## config.mk

```make
export PLATFORM = sky130hd
export DESIGN_NAME = pc_sequencer
export DESIGN_NICKNAME = d
export VERILOG_FILES = /design/src/rtl/pc_sequencer.sv
export SDC_FILE = /design/constraint.sdc
export NUM_CORES = 1
export LEC_CHECK = 0
export CORE_MARGIN = 1
export CORE_UTILIZATION = 40
export CTS_CLUSTER_SIZE = 14
export DETAILED_ROUTE_END_ITERATION = 8
export PLACE_DENSITY_LB_ADDON = 0.1
export SKIP_LAST_GASP = 1
export SYNTH_ARGS = -nofsm -noshare
export SYNTH_HDL_FRONTEND = slang
export SYNTH_SLANG_ARGS = --single-unit
export TNS_END_PERCENT = 30
```

## constraint.sdc

```tcl
create_clock -name Clock -period 2 [get_ports Clock]
set_input_delay 0.3 -clock Clock [delete_from_list [all_inputs] [get_ports Clock]]
set_output_delay 0.3 -clock Clock [all_outputs]
set_load 0.01 [all_outputs]
```

## src/rtl/pc_sequencer.sv

```systemverilog
// Program counter sequencer: BOOT/RUN/HALT control, branch/jump/call/ret, return stack.
// Optional PC_STACK_GUARD_EN halts on stack overflow/underflow instead of wrapping.
module pc_sequencer #(
  parameter int         STACK_DEPTH  = 4,
  parameter logic [7:0] RESET_VECTOR = 8'd0
) (
  input  logic       Clock,
  input  logic       Reset,
  input  logic [2:0] iOp,
  input  logic [7:0] iTarget,
  input  logic       iCondition,
  input  logic       iStall,
  output logic [7:0] oIP,
  output logic [3:0] oDepth,
  output logic       oOverflow,
  output logic       oUnderflow,
  output logic       oHalted
);

  localparam int AW = (STACK_DEPTH > 1) ? $clog2(STACK_DEPTH) : 1;
  localparam logic [3:0] FULL = 4'(STACK_DEPTH);

  typedef enum logic [1:0] {
    BOOT,
    RUN,
    HALT
  } state_t;

  state_t state, state_n;

  logic [7:0] ip, ip_n, ip_inc;
  logic [3:0] depth, depth_n;
  logic       ovf, ovf_n;
  logic       unf, unf_n;
  logic       push, shift;
  logic       full, empty;

  logic [AW-1:0] wr_idx, top_idx;
  logic [7:0]    stk [STACK_DEPTH];

  assign ip_inc  = ip + 8'd1;
  assign full    = (depth == FULL);
  assign empty   = (depth == 4'd0);
  assign wr_idx  = AW'(depth);
  assign top_idx = AW'(depth - 4'd1);

  always_comb begin
    state_n = state;
    ip_n    = ip;
    depth_n = depth;
    ovf_n   = ovf;
    unf_n   = unf;
    push    = 1'b0;
    shift   = 1'b0;
    unique case (state)
      BOOT: state_n = RUN;
      RUN: begin
        if (!iStall) begin
          case (iOp)
            3'd1: ip_n = iTarget;
            3'd2: ip_n = iCondition ? iTarget : ip_inc;
            3'd3: begin
              if (!full) begin
                push    = 1'b1;
                depth_n = depth + 4'd1;
                ip_n    = iTarget;
              end else begin
`ifdef PC_STACK_GUARD_EN
                ovf_n   = 1'b1;
                state_n = HALT;
`else
                // full stack: oldest return address is dropped
                push    = 1'b1;
                shift   = 1'b1;
                ip_n    = iTarget;
                ovf_n   = 1'b1;
`endif
              end
            end
            3'd4: begin
              if (!empty) begin
                ip_n    = stk[top_idx];
                depth_n = depth - 4'd1;
              end else begin
`ifdef PC_STACK_GUARD_EN
                unf_n   = 1'b1;
                state_n = HALT;
`else
                ip_n    = RESET_VECTOR;
                unf_n   = 1'b1;
`endif
              end
            end
            default: ip_n = ip_inc;
          endcase
        end
      end
      HALT: state_n = HALT;
      default: state_n = BOOT;
    endcase
  end

  always_ff @(posedge Clock or negedge Reset) begin
    if (!Reset) begin
      state <= BOOT;
      ip    <= RESET_VECTOR;
      depth <= 4'd0;
      ovf   <= 1'b0;
      unf   <= 1'b0;
    end else begin
      state <= state_n;
      ip    <= ip_n;
      depth <= depth_n;
      ovf   <= ovf_n;
      unf   <= unf_n;
    end
  end

  // stack contents need no reset; entries above depth are dead
  always_ff @(posedge Clock) begin
    if (push) begin
      if (shift) begin
        for (int i = 0; i < STACK_DEPTH - 1; i++)
          stk[i] <= stk[i+1];
        stk[STACK_DEPTH-1] <= ip_inc;
      end else begin
        stk[wr_idx] <= ip_inc;
      end
    end
  end

  assign oIP        = ip;
  assign oDepth     = depth;
  assign oOverflow  = ovf;
  assign oUnderflow = unf;
  assign oHalted    = (state == HALT);

endmodule

```

==> results of run 1 <==
[path summary, 6_finish.rpt]
kind | to | cells past startpoint | startpoint
setup reg to reg | oIP[7] | 4 | oDepth[0]
max in group asynchronous | oIP[7] | 2 | Reset
setup / recovery | oDepth[0] | 2 | oDepth[0]
hold / removal | oIP[3] | 2 | Reset
hold reg to reg | oOverflow | 1 | oOverflow
min in group Clock | oOverflow | 1 | oOverflow
[worst reg2reg max path: stages (launching register included)]
cell and delay, ns:
dfrtp_1 0.37, buf_4 0.29, mux4_2 0.55, a221oi_1 0.36, o22ai_1 0.13
[per-stage QoR]
stage / cells / instance area [sq um] / util / hold slack (ns)
floorplan: 216 / 2710 / - / 0.00441
global placement: 347 / 3300 / 0.517 / 0.449
detailed placement: 347 / 3300 / 0.517 / 0.462
CTS: 355 / 3380 / 0.530 / 0.335
global route: 355 / 3390 / 0.532 / 0.339
finish: 355 / 3390 / 0.532 / 0.335
[registers in the layout, indices dropped and copies added, names as in the netlist]
name / count
stk: 32
oIP: 8
oDepth: 4
state: 2
oOverflow: 1
oUnderflow: 1
[synthesized netlist by cell type, drive strengths merged]
cell type / number / area share
nand4bb: 1 / 0.0042
or3: 1 / 0.0024
mux2i: 1 / 0.0038
a2111oi: 1 / 0.0033
a21o: 1 / 0.0028
nand2: 10 / 0.014
nor3b: 3 / 0.014
ha: 4 / 0.019
o21ai: 14 / 0.026
inv: 12 / 0.017
or4b: 1 / 0.0038
edfxtp: 32 / 0.36
a31o: 1 / 0.0033
xnor2: 7 / 0.023
dfrtp: 16 / 0.15
nor3: 6 / 0.013
o21a: 2 / 0.0057
xor2: 2 / 0.0066
o22ai: 3 / 0.0071
nand3b: 2 / 0.0057
nand4: 2 / 0.0071
nor2b: 2 / 0.0047
o32ai: 1 / 0.0033
nand2b: 5 / 0.012
a22oi: 3 / 0.0085
clkbuf: 1 / 0.0014
and3b: 1 / 0.0033
a2bb2oi: 3 / 0.012
or2: 3 / 0.0071
a21oi: 15 / 0.028
nand3: 4 / 0.0094
mux2: 14 / 0.059
a221oi: 4 / 0.016
mux4: 8 / 0.068
a211oi: 2 / 0.0076
or3b: 1 / 0.0042
buf: 10 / 0.027
nor2: 15 / 0.025
and4: 2 / 0.0066
[layout make-up]
cell class	instances	area (sq um)
flip-flops and latches	48	1360
clock buffers	7	76.3
fillers	567	2990
clock inverters	1	3.75
well taps	77	96.3
multi-input cells	145	1210
inverters	12	45.0
repair buffers	65	598
[power by group]
group          internal, uW  total (uW)  leakage [uW]  switching (uW)
Sequential             1200        1320      0.000478             118
Clock                   244         566     0.0000399             322
Combinational           755        1460      0.000780             700
[timing repair]
item	in CTS	in global routing
endpoints found under the setup margin	0	1
resized for setup	0	1
hold buffers	0	0
[layer usage]
metal / track usage / share of wire / routed length [um] / up-vias
met3: 0.0378 / 0.042 / 276 / 10
li1: - / - / - / 933
met2: 0.334 / 0.47 / 3130 / 65
met5: 0 / 0 / 0 / -
met4: 0.0431 / 0.0089 / 59 / 0
met1: 0.289 / 0.48 / 3140 / 989
[cell families after synthesis]
kind of cell,share of synthesized area
buf+inv,0.0458
flops,0.513
compound gates,0.124
xor+xnor,0.0297
fa+ha+maj,0.0189
simple gates,0.137
mux,0.131
==> metrics.txt, run 1 <==
CP top delay family=buffers and inverters; Worst Path Buf+Inv=2; PortBufs=29; via count=approximately 2.0k; CTS tree=built; final worst slack=roughly 0.15 ns; Mapped Nets=235; vias per cell=between 5 and 6; skew final=~0.0054 ns; startpoint types=register; vias in the first global route=~2k; max_slew headroom=0.666; Iter 0 DRT Violations=123; Yosys reg bits=48; worst vdd rail ir drop=between 700 and 800 uV; H-tree Lvls=2; YS warnings=0; ant diodes=0; commonest non-fill, non-tap cell in the layout=buf_4; Tcrit/Tclk final=0.924; CP max stage cell=clkdlybuf4s50_1; CTS buffer count=5; drt first pass iters=4; post-synth cell types=between 50 and 60; first-pass GRT wire length=around 11000 um; number of I/O pins=30; status=complete, no violations; RSZ-0062 raised after global routing=no; CP peak stage delay=0.59 ns; post-CTS setup buffer count=0; Cell Pwr Density=approximately 1000 mW/mm^2; DR WL/cell=between 15 and 20 um; final net count=a little under 300; Residual DRC=0; CP Max Fanout=16; post-route ant nets=0; r2r setup slk=~0.16 ns; post-route minimum period=1.85 ns; CTS clock-pin slew for the worst setup and hold paths=~0.090 ns; Placer Congestion=~0.8; Min-Delay Path Class=in2async; commonest cells after routing, fill and taps aside=buf_4, edfxtp_1, clkdlybuf4s50_1; crit end category=output pin; crit path cell chain=buf_4 -> clkdlybuf4s50_1; die area=~0.0070 sq mm; final setup TNS=0 ns; initial core utilization=0.415; Tot GR Track Use=0.205; GRT Residual Overflow=0; crit path DAT=roughly 1.6 ns; Seq/Total Area, Yosys=0.513; chip width=83.4 um; Mapped Avg Cell Area=roughly 12 sq um; clock buffer depth=2; Setup CP Type=reg2out; final total power=between 3000 and 4000 uW; Layout area overhead=28.0%; layout cells sized above 1=0.273; CP required=between 1.5 and 2 ns; Row Count=29; Final Slew Violations=0; core area=between 0.006 and 0.007 sq mm; Max Freq=between 500 and 600 MHz; post-synthesis cell count=approximately 220; initial antenna violation count=0; WL final=roughly 6600 um; Worst-Skew Late Latency=around 0.3 ns; post-synthesis cell area=roughly 0.0027 sq mm; post-DP HPWL=between 4000 and 5000 um; Die Y=approximately 83 um; Root Buffer=clkbuf_8; Worst-Margin Slew=between 0.4 and 0.5 ns; largest net degree at the start of global routing=17; Setup-failing EPs final=0; Leak Pwr=roughly 0.0013 uW; Max-Cap Viols=0; final hold viol count=0; pre-CTS setup slack=-0.115 ns; Num Clock Sinks=between 40 and 50
Note: power is estimated with default switching activity, not from simulation.
==> run 2: changes to the inputs <==
--- a/config.mk
+++ b/config.mk
@@ -7,9 +7,11 @@
 export LEC_CHECK = 0
 export CORE_MARGIN = 1
 export CORE_UTILIZATION = 40
+export CTS_CLUSTER_DIAMETER = 60
 export CTS_CLUSTER_SIZE = 14
 export DETAILED_ROUTE_END_ITERATION = 8
 export PLACE_DENSITY_LB_ADDON = 0.1
+export SKIP_CTS_REPAIR_TIMING = 1
 export SKIP_LAST_GASP = 1
 export SYNTH_ARGS = -nofsm -noshare
 export SYNTH_HDL_FRONTEND = slang
==> results of run 2 <==
No change in the layout: final DEF, timing and power equal those of run 1.
